`src/rtl/mcp_pkg.sv`:
```
// Shared types for the multicycle MIPS memory arbiter.
// Holds the arbiter FSM states and the requester id constants.
package mcp_pkg;

  typedef enum logic [1:0] {
    IDLE   = 2'd0,
    ACCESS = 2'd1,
    DONE   = 2'd2
  } state_t;

  localparam logic CORE = 1'b0;
  localparam logic LDR  = 1'b1;

endpackage

```
`src/rtl/rr_pick2.sv`:
```
// Two-way round-robin pick: a lone request wins outright, and a tie
// goes to whichever requester was not served last.
module rr_pick2 (
  input  logic [1:0] req,
  input  logic       last,
  output logic       gnt_valid,
  output logic       gnt_id
);

  assign gnt_valid = |req;
  assign gnt_id    = (&req) ? ~last : req[1];

endmodule

```
`src/rtl/mem_arbiter.sv`:
```
// Arbitrates the unified MIPS memory between the core and the program loader,
// running each access as a fixed-latency transaction ending in a ready pulse.
module mem_arbiter
  import mcp_pkg::*;
#(
  parameter int AW      = 32,
  parameter int DW      = 32,
  parameter int LATENCY = 2
) (
  input  logic          clk,
  input  logic          reset,
  input  logic          core_req,
  input  logic          core_we,
  input  logic [AW-1:0] core_addr,
  input  logic [DW-1:0] core_wdata,
  output logic [DW-1:0] core_rdata,
  output logic          core_ready,
  input  logic          ldr_req,
  input  logic          ldr_we,
  input  logic [AW-1:0] ldr_addr,
  input  logic [DW-1:0] ldr_wdata,
  output logic [DW-1:0] ldr_rdata,
  output logic          ldr_ready,
  output logic          mem_en,
  output logic          mem_we,
  output logic [AW-1:0] mem_addr,
  output logic [DW-1:0] mem_wdata,
  input  logic [DW-1:0] mem_rdata,
  output logic          busy
);

  localparam int            CW       = $clog2(LATENCY + 1);
  localparam logic [CW-1:0] CNT_INIT = CW'(LATENCY - 1);

  state_t        state_q, state_d;
  logic [CW-1:0] cnt_q, cnt_d;
  logic          last_q, last_d;
  logic          gnt_q, gnt_d;
  logic          we_q, we_d;
  logic [AW-1:0] addr_q, addr_d;
  logic [DW-1:0] wdata_q, wdata_d;
  logic [DW-1:0] coreRdata_q, coreRdata_d;
  logic [DW-1:0] ldrRdata_q, ldrRdata_d;
  logic          gntValid;
  logic          gntId;

  rr_pick2 u_pick (
    .req       ({ldr_req, core_req}),
    .last      (last_q),
    .gnt_valid (gntValid),
    .gnt_id    (gntId)
  );

  always_ff @(posedge clk or negedge reset) begin
    if (!reset) state_q <= IDLE;
    else        state_q <= state_d;
  end

  always_comb begin
    state_d = state_q;
    unique case (state_q)
      IDLE:    if (gntValid) state_d = ACCESS;
      ACCESS:  if (cnt_q == '0) state_d = DONE;
      DONE:    state_d = IDLE;
      default: state_d = IDLE;
    endcase
  end

  // Outputs decode straight from registers, so an asynchronous reset
  // drops the memory strobes in the same instant.
  always_comb begin
    mem_en     = (state_q == ACCESS);
    mem_we     = (state_q == ACCESS) && we_q && (cnt_q == CNT_INIT);
    core_ready = (state_q == DONE) && (gnt_q == CORE);
    ldr_ready  = (state_q == DONE) && (gnt_q == LDR);
    busy       = (state_q != IDLE);
    mem_addr   = addr_q;
    mem_wdata  = wdata_q;
    core_rdata = coreRdata_q;
    ldr_rdata  = ldrRdata_q;
  end

  always_comb begin
    cnt_d       = cnt_q;
    last_d      = last_q;
    gnt_d       = gnt_q;
    we_d        = we_q;
    addr_d      = addr_q;
    wdata_d     = wdata_q;
    coreRdata_d = coreRdata_q;
    ldrRdata_d  = ldrRdata_q;
    unique case (state_q)
      IDLE: begin
        if (gntValid) begin
          gnt_d   = gntId;
          we_d    = (gntId == LDR) ? ldr_we    : core_we;
          addr_d  = (gntId == LDR) ? ldr_addr  : core_addr;
          wdata_d = (gntId == LDR) ? ldr_wdata : core_wdata;
          cnt_d   = CNT_INIT;
        end
      end
      ACCESS: begin
        if (cnt_q != '0) begin
          cnt_d = cnt_q - CW'(1);
        end else if (!we_q) begin
          if (gnt_q == LDR) ldrRdata_d  = mem_rdata;
          else              coreRdata_d = mem_rdata;
        end
      end
      DONE:    last_d = gnt_q;
      default: ;
    endcase
  end

  always_ff @(posedge clk or negedge reset) begin
    if (!reset) begin
      cnt_q       <= '0;
      last_q      <= LDR;
      gnt_q       <= CORE;
      we_q        <= 1'b0;
      addr_q      <= '0;
      wdata_q     <= '0;
      coreRdata_q <= '0;
      ldrRdata_q  <= '0;
    end else begin
      cnt_q       <= cnt_d;
      last_q      <= last_d;
      gnt_q       <= gnt_d;
      we_q        <= we_d;
      addr_q      <= addr_d;
      wdata_q     <= wdata_d;
      coreRdata_q <= coreRdata_d;
      ldrRdata_q  <= ldrRdata_d;
    end
  end

endmodule

```
`config.mk`:
```
export PLATFORM = sky130hd
export DESIGN_NAME = mem_arbiter
export DESIGN_NICKNAME = d
export VERILOG_FILES = /design/src/rtl/mcp_pkg.sv /design/src/rtl/rr_pick2.sv /design/src/rtl/mem_arbiter.sv
export SDC_FILE = /design/constraint.sdc
export NUM_CORES = 1
export LEC_CHECK = 0
export CORE_UTILIZATION = 41
export DETAILED_ROUTE_END_ITERATION = 8
export GPL_ROUTABILITY_DRIVEN = 0
export GPL_TIMING_DRIVEN = 0
export PLACE_DENSITY = 0.87
export SLEW_MARGIN = 15
export SYNTH_ARGS = -nofsm -noshare
export SYNTH_HDL_FRONTEND = slang
export SYNTH_SLANG_ARGS = --single-unit
```
`constraint.sdc`:
```
create_clock -name clk -period 2.1 [get_ports clk]
set_clock_uncertainty 0.2 [all_clocks]
set_input_delay 0.42 -clock clk [delete_from_list [all_inputs] [get_ports clk]]
set_output_delay 0.42 -clock clk [all_outputs]
set_load 0.02 [all_outputs]
```
==> results of run 1 <==
## synth_stat cells
library cell  count  share of area, %
and4bb_1          1              0.21
buf_1             1             0.062
clkbuf_1         17               1.1
buf_6             5              0.93
and3_2            1              0.12
dfrtp_1         134                55
buf_4             1              0.12
and2_2            1              0.12
o2bb2ai_1         1              0.14
mux2_1            5              0.93
nand4b_4          1              0.39
nor2b_4           1              0.23
mux2i_1          66                11
a21bo_2           1              0.16
or2_2             1              0.10
mux2_4           30               7.4
dfstp_2           1              0.43
inv_1             6              0.37
ha_1              2              0.41
buf_2            16               1.3
clkbuf_2          1             0.082
a31oi_1          65               6.7
buf_12            3              0.99
nor2_2            1              0.10
a21oi_1          66               5.4
a22o_1            1              0.14
a21o_1            1              0.12
mux2_2           29               5.4
nand2_1           1             0.062
nor3b_1           1              0.12
or2b_2            1              0.14
nor2_1            2              0.12
## cell type report
class | count | area [µm²]
inverters | 6 | 22.5
repair buffers | 302 | 3020
fillers | 1025 | 4530
plain buffers | 43 | 287
clock buffers | 20 | 447
flip-flops and latches | 135 | 3380
multi-input cells | 279 | 2410
well taps | 184 | 230
clock inverters | 12 | 151
## per-layer routing
layer  share of wire, %  track usage (%)  vias up
li1                   -                -     2365
met1                 39             28.1     2509
met2                 50             44.1      244
met5                  0                0        -
met3                7.9             6.78       42
met4                3.1             12.1        0
## placed cells by master (no fill, tap or decap), drive strengths merged
| cell | n |
|---|---|
| dfstp | 1 |
| clkdlybuf4s50 | 292 |
| a21o | 1 |
| a21bo | 1 |
| and4bb | 1 |
| buf | 33 |
| clkbuf | 38 |
| a31oi | 65 |
| and2 | 1 |
| mux2 | 64 |
| clkinvlp | 5 |
| or2 | 1 |
| nor3b | 1 |
| ha | 2 |
| clkinv | 3 |
| dfrtp | 134 |
| clkdlybuf4s15 | 1 |
| nand2 | 1 |
| dlygate4sd3 | 1 |
| bufinv | 3 |
| mux2i | 66 |
| inv | 7 |
| and3 | 1 |
| nor2 | 3 |
| nand4b | 1 |
| or2b | 1 |
| nor2b | 1 |
| a21oi | 66 |
| a22o | 1 |
| o2bb2ai | 1 |
## stage by stage
step | worst slack [ns] | TNS, ns | cells
2_1_floorplan | 0.322 | 0 | 464
3_3_place_gp | -4.75 | -650.00 | 946
3_5_place_dp | -0.560 | -13.57 | 947
4_1_cts | 0.0165 | 0 | 981
5_1_grt | 0.00322 | 0 | 981
6_report | 0.0420 | 0 | 981
## worst min-delay path by stage
stage,startpoint,end,cells after the start
after floorplan,reset,cnt_q[0],0
after global placement,ldr_rdata[11],ldr_rdata[11],1
after detailed placement,reset,mem_wdata[27],1
after CTS,ldr_rdata[6],ldr_rdata[6],1
after global routing,ldr_rdata[27],ldr_rdata[27],1
final,reset,mem_wdata[29],2
## state kept, by name, summed over array words and instances, names as in the netlist
name	flops
cnt_q	2
core_rdata	32
gnt_q	1
last_q	1
ldr_rdata	32
mem_addr	32
mem_wdata	32
state_q	2
we_q	1
## where the power goes
group | internal (W) | switching [W] | total, W
registers | 0.00392 | 0.000801 | 0.00472
logic | 0.00391 | 0.00397 | 0.00788
clock network | 0.00189 | 0.00113 | 0.00303
## cell families after synthesis
| logic type | Yosys count | share of synthesized area (%) |
|---|---|---|
| flip-flops | 135 | 55.6 |
| buffers and inverters | 50 | 4.92 |
| multiplexers | 130 | 24.6 |
| adder cells (fa/ha/maj) | 2 | 0.412 |
| AO/OA/AOI/OAI | 135 | 12.7 |
| AND/OR/NAND/NOR | 12 | 1.73 |
## what timing repair did
action	4_1_cts	5_1_grt
pin swaps	1	0
hold buffers	1	0
buffers inserted	2	0
gates resized for setup	27	3
cloned	0	0
setup endpoints to repair	15	3
endpoints found under the hold margin	47	0
==> summary.md, run 1 <==
| Metric | Value |
|---|---|
| CTS tree | built |
| TritonCTS Sinks | 135 |
| Total I/O pin count | 299 |
| Slew Viols, Final | 0 |
| Synthesis-stage register bit count | 135 |
| Vias in the first global route | 5381 |
| Synth Net Count | 632 |
| FP Rows | 44 |
| Post-synthesis cell area | 6070 µm² |
| Worst-Margin Slew | 0.604 ns |
| Effective utilization at floorplan | 42.0% |
| First-pass GRT wire length | 28400 µm |
| Lkg Pwr | 4.26 nW |
| H-tree depth | 4 |
| Final setup fails | 0 |
| Post-DP HPWL | 14400 µm |
| Nets@finish | 952 |
| Overall Global Routing Usage | 25.1% |
| Core area | 14500 µm² |
| Placed cell areas | 9320 µm² |
| Util after Layout | 68.7% |
| RR Endpoint | we_q |
| Largest stage delay on the critical path | 0.64 ns |
| RSZ-0062 raised after global routing | false |
| Worst R2R Path Depth | 6 |
| Final Cell Area | 9950 µm² |
| Worst-path clk slew | 0.06 ns |
| Area growth, synth to finish | 63.8% |
| Largest net degree at the start of global routing | 89 |
| Final ANT Viol Nets | 0 |
| Setup CP Type | register to primary output |
| Max Freq | 0.486 GHz |
| Worst vdd ir | 0.749 mV |
| Final hold slack | 0.292 ns |
| Syn_area_per_cell | 13.1 µm² |
| Slowest library cell on the worst path | clkdlybuf4s50_1 |
| CP top delay family | buffers and inverters |
| I/O Buffers | 298 |
| DR WL/cell | 19.6 µm |
| Die H | 124 µm |
| Hold Crit Class | input port to async pin |
| Sequential area share after synthesis | 55.6% |
| Antenna cell count | 0 |
| Gate Count Post-Synth | 464 |
| Crit-path cells | clkdlybuf4s50_1 |
| CP required | 1.48 ns |
| Status | finished clean |
| DRT Pass-1 Iters | 4 |
| Critical Path Start | ldr_rdata[1] |
| Antenna violations before repair | 0 |
| Crit path max fanout | 2 |
| FF-to-FF setup slack | 0.05 ns |
| Final period utilization | 98.0% |
| CP startpoint kind | register |
| Die width | 124 µm |
| Max Cap Violations | 0 |
| Layout cell share with drive strength beyond 1 | 16.9% |
| Detailed-route DRC error count | 0 |
| Worst setup path end | ldr_rdata[1] |
| Buf/Inv on CP | 1 |
| CTS Buf Count | 17 |
| Grt ovf | 0 |
| Ys Warns | 0 |
| FF-to-FF Start | last_q |
| Worst-Skew Late Latency | 0.41 ns |
| Rel. slew slack | 59.7% |
| Die area | 15300 µm² |
| Fin crit period | 2.06 ns |
| Hold Violations, Final | 0 |
| Power per standard cell area | 1570 nW/µm² |
| Vias after detailed routing | 5160 |
| Routed Wire Length | 19200 µm |
| Arrival @ worst endpoint | 1.44 ns |
| Synth unique cells | 32 |
| Crit path depth | 1 |
| CTS root buffer | clkbuf_16 |
| Deepest clock path buffer count | 2 |
| Tot Pwr | 0.0156 W |
| Drt first-iter violations | 254 |
| Endpoint type of the worst setup path | primary output |
| DR vias/cell | 5.26 |
No activity file was read; power rests on OpenSTA's default activity.
==> run 2, diff against run 1 <==
--- a/config.mk
+++ b/config.mk
@@ -6,6 +6,7 @@
 export NUM_CORES = 1
 export LEC_CHECK = 0
 export CORE_UTILIZATION = 41
+export CTS_CLUSTER_DIAMETER = 30
 export DETAILED_ROUTE_END_ITERATION = 8
 export GPL_ROUTABILITY_DRIVEN = 0
 export GPL_TIMING_DRIVEN = 0
==> results of run 2 <==
Final layout, timing and power as in run 1 (identical DEF).
==> run 3, diff against run 2 <==
--- a/config.mk
+++ b/config.mk
@@ -5,12 +5,13 @@
 export SDC_FILE = /design/constraint.sdc
 export NUM_CORES = 1
 export LEC_CHECK = 0
+export CAP_MARGIN = 20
 export CORE_UTILIZATION = 41
 export CTS_CLUSTER_DIAMETER = 30
 export DETAILED_ROUTE_END_ITERATION = 8
 export GPL_ROUTABILITY_DRIVEN = 0
 export GPL_TIMING_DRIVEN = 0
-export PLACE_DENSITY = 0.87
+export PLACE_DENSITY = 0.81
 export SLEW_MARGIN = 15
 export SYNTH_ARGS = -nofsm -noshare
 export SYNTH_HDL_FRONTEND = slang
==> summary.md, run 3 (synthesized netlist as in run 1, its figures left out) <==
| Metric | Value |
|---|---|
| Max Freq | 0.474 GHz (-2.4%) |
| Setup CP Type | register to primary output |
| Worst-path clk slew | 0.06 ns (about the same) |
| Die area | 15300 µm² (unchanged) |
| Worst-Margin Slew | 0.543 ns (-0.0611 ns) |
| Final period utilization | 100% (+2.4 points) |
| CTS Buf Count | 17 (unchanged) |
| Hold Violations, Final | 0 (unchanged) |
| RSZ-0062 raised after global routing | true |
| Core area | 14500 µm² (unchanged) |
| Nets@finish | 955 (+0.32%) |
| Final ANT Viol Nets | 0 (unchanged) |
| Worst-Skew Late Latency | 0.41 ns (about the same) |
| Post-DP HPWL | 13800 µm (-3.7%) |
| Crit path max fanout | 3 (+1) |
| DP Cell Count | 947 (unchanged) |
| Util after Layout | 69.5% (+0.74 points) |
| Final Cell Area | 10100 µm² (+1.1%) |
| Worst R2R Path Depth | 6 (unchanged) |
| Overall Global Routing Usage | 24.0% (-1.1 points) |
| DRT Pass-1 Iters | 4 (unchanged) |
| Die H | 124 µm (unchanged) |
| Slew Viols, Final | 0 (unchanged) |
| Failing checks | negative setup slack |
| H-tree depth | 4 (unchanged) |
| Met2 Usage GRT | 43.0% (-1.1 points) |
| Detailed-route DRC error count | 0 (unchanged) |
| Arrival @ worst endpoint | 1.49 ns (+0.05 ns) |
| Fin worst setup slack | -0.00929 ns (-0.0513 ns) |
| Most frequent cells in the layout | clkdlybuf4s50_1 (288), dfrtp_1 (132), mux2i_1 (66), a21oi_1 (66), a31oi_1 (65) |
| Total I/O pin count | 299 (unchanged) |
| Fin crit period | 2.11 ns (+0.0513 ns) |
| Layout cell share with drive strength beyond 1 | 17.4% (+0.44 points) |
| Status | finished with violations |
| Effective utilization at floorplan | 42.0% (unchanged) |
| Placement Setup Slack | -0.538 ns (+0.0215 ns) |
| CTS tree | built |
| Busiest grt layer | met2 |
| DR WL/cell | 18.6 µm (-5.2%) |
| FP Rows | 44 (unchanged) |
| Final setup fails | 1 (+1) |
| Area growth, synth to finish | 65.5% |
| CP startpoint kind | register |
| First-pass GRT wire length | 27400 µm (-3.6%) |
| Most common cell after layout, fill and taps aside | clkdlybuf4s50_1 |
| Antenna violations before repair | 0 (unchanged) |
| Drt first-iter violations | 173 (-32%) |
| Routing usage on met3 | 7.01% (+0.23 points) |
| Deepest clock path buffer count | 2 (unchanged) |
| Die width | 124 µm (unchanged) |
| Largest net degree at the start of global routing | 91 (+2.2%) |
| Placed cell areas | 9320 µm² (unchanged) |
| Worst vdd ir | 0.633 mV (-16%) |
| DR vias/cell | 5.21 (-0.94%) |
| Antenna cell count | 0 (unchanged) |
| Fin cells | 984 (+0.31%) |
| Rel. slew slack | 63.8% (+4.1 points) |
| TritonCTS Sinks | 135 (unchanged) |
| Vias after detailed routing | 5127 (-0.64%) |
| CP required | 1.48 ns (about the same) |
| Grt ovf | 0 (unchanged) |
| CTS root buffer | clkbuf_16 |
| Post-Route Setup TNS | -0.00929 ns (-0.00929 ns) |
| Routed Wire Length | 18300 µm (-5.0%) |
| Max Cap Violations | 0 (unchanged) |
| Hold Crit Class | input port to async pin |
| Fillcell total | 1038 (+1.3%) |
| Met1 GRT Util | 26.3% (-1.8 points) |
| Lkg Pwr | 4.35 nW (+2.1%) |
| Vias in the first global route | 5320 (-1.1%) |
| I/O Buffers | 298 (unchanged) |
| Endpoint type of the worst setup path | primary output |
| Power per standard cell area | 1570 nW/µm² (about the same) |
run 3: changes by cell type in the layout (fill, tap and decap cells not counted), sizes merged:
| cell | before | now |
|---|---|---|
| clkdlybuf4s50 | 292 | 288 |
| clkinvlp | 5 | 1 |
| dlymetal6s2s | 0 | 4 |
| clkbuf | 38 | 41 |
| buf | 33 | 34 |
| bufinv | 3 | 4 |
| dlygate4sd2 | 0 | 1 |
| inv | 7 | 8 |
run 3: path summary, 6_finish.rpt:
kind,end,startpoint,slack (ns)
min in group clk,ldr_rdata[11],ldr_rdata[11],0.30
setup reg to reg,mem_addr[16],last_q,0.08
setup / recovery,ldr_ready,state_q[0],-0.009
max in group asynchronous,state_q[0],reset,0.61
hold / removal,core_rdata[21],reset,0.30
hold reg to reg,ldr_rdata[11],ldr_rdata[11],0.30
run 3: stage by stage:
stage,hold slack (ns),total power [W]
floorplan,-0.0756,0.00868
global placement,0.274,0.0122
detailed placement,0.174,0.0125
CTS,0.298,0.0159
global route,0.306,0.0166
finish,0.296,0.0158
run 3: layout make-up:
class	instances	area [µm²]	area share, %
Buffer	43	289	2.87
Timing Repair Buffer	305	3070	30.5
Clock inverter	10	164	1.63
Inverter	6	22.5	0.224
Sequential cell	135	3380	33.6
Tap cell	184	230	2.29
Clock buffer	22	484	4.82
Multi-Input combinational cell	279	2410	24.0
run 3: what timing repair did:
action	4_1_cts	5_1_grt
buffers inserted	3	2
endpoints found under the hold margin	44	0
resized for setup	27	10
hold buffers	1	0
setup endpoints to repair	8	9
pin swaps	1	2
run 3: critical path, cell delays in order, from the launching register on:
cell,delay [ns]
dfrtp_2,0.44
buf_6,0.13
or2b_4,0.26
nor2_4,0.12
buf_6,0.13
run 3: report_power, final:
part           internal (W)  switching [W]  leakage, nW
Sequential          0.00392       0.000793         1.55
Combinational       0.00397        0.00391         2.48
Clock               0.00212        0.00110        0.317
Total                0.0100        0.00579         4.35
run 3: routing by layer:
| metal | vias to the layer above | routed length, µm |
|---|---|---|
| met5 | - | 0 |
| met3 | 27 | 1630 |
| met1 | 2478 | 6790 |
| li1 | 2364 | - |
| met4 | 0 | 357 |
| met2 | 258 | 9510 |
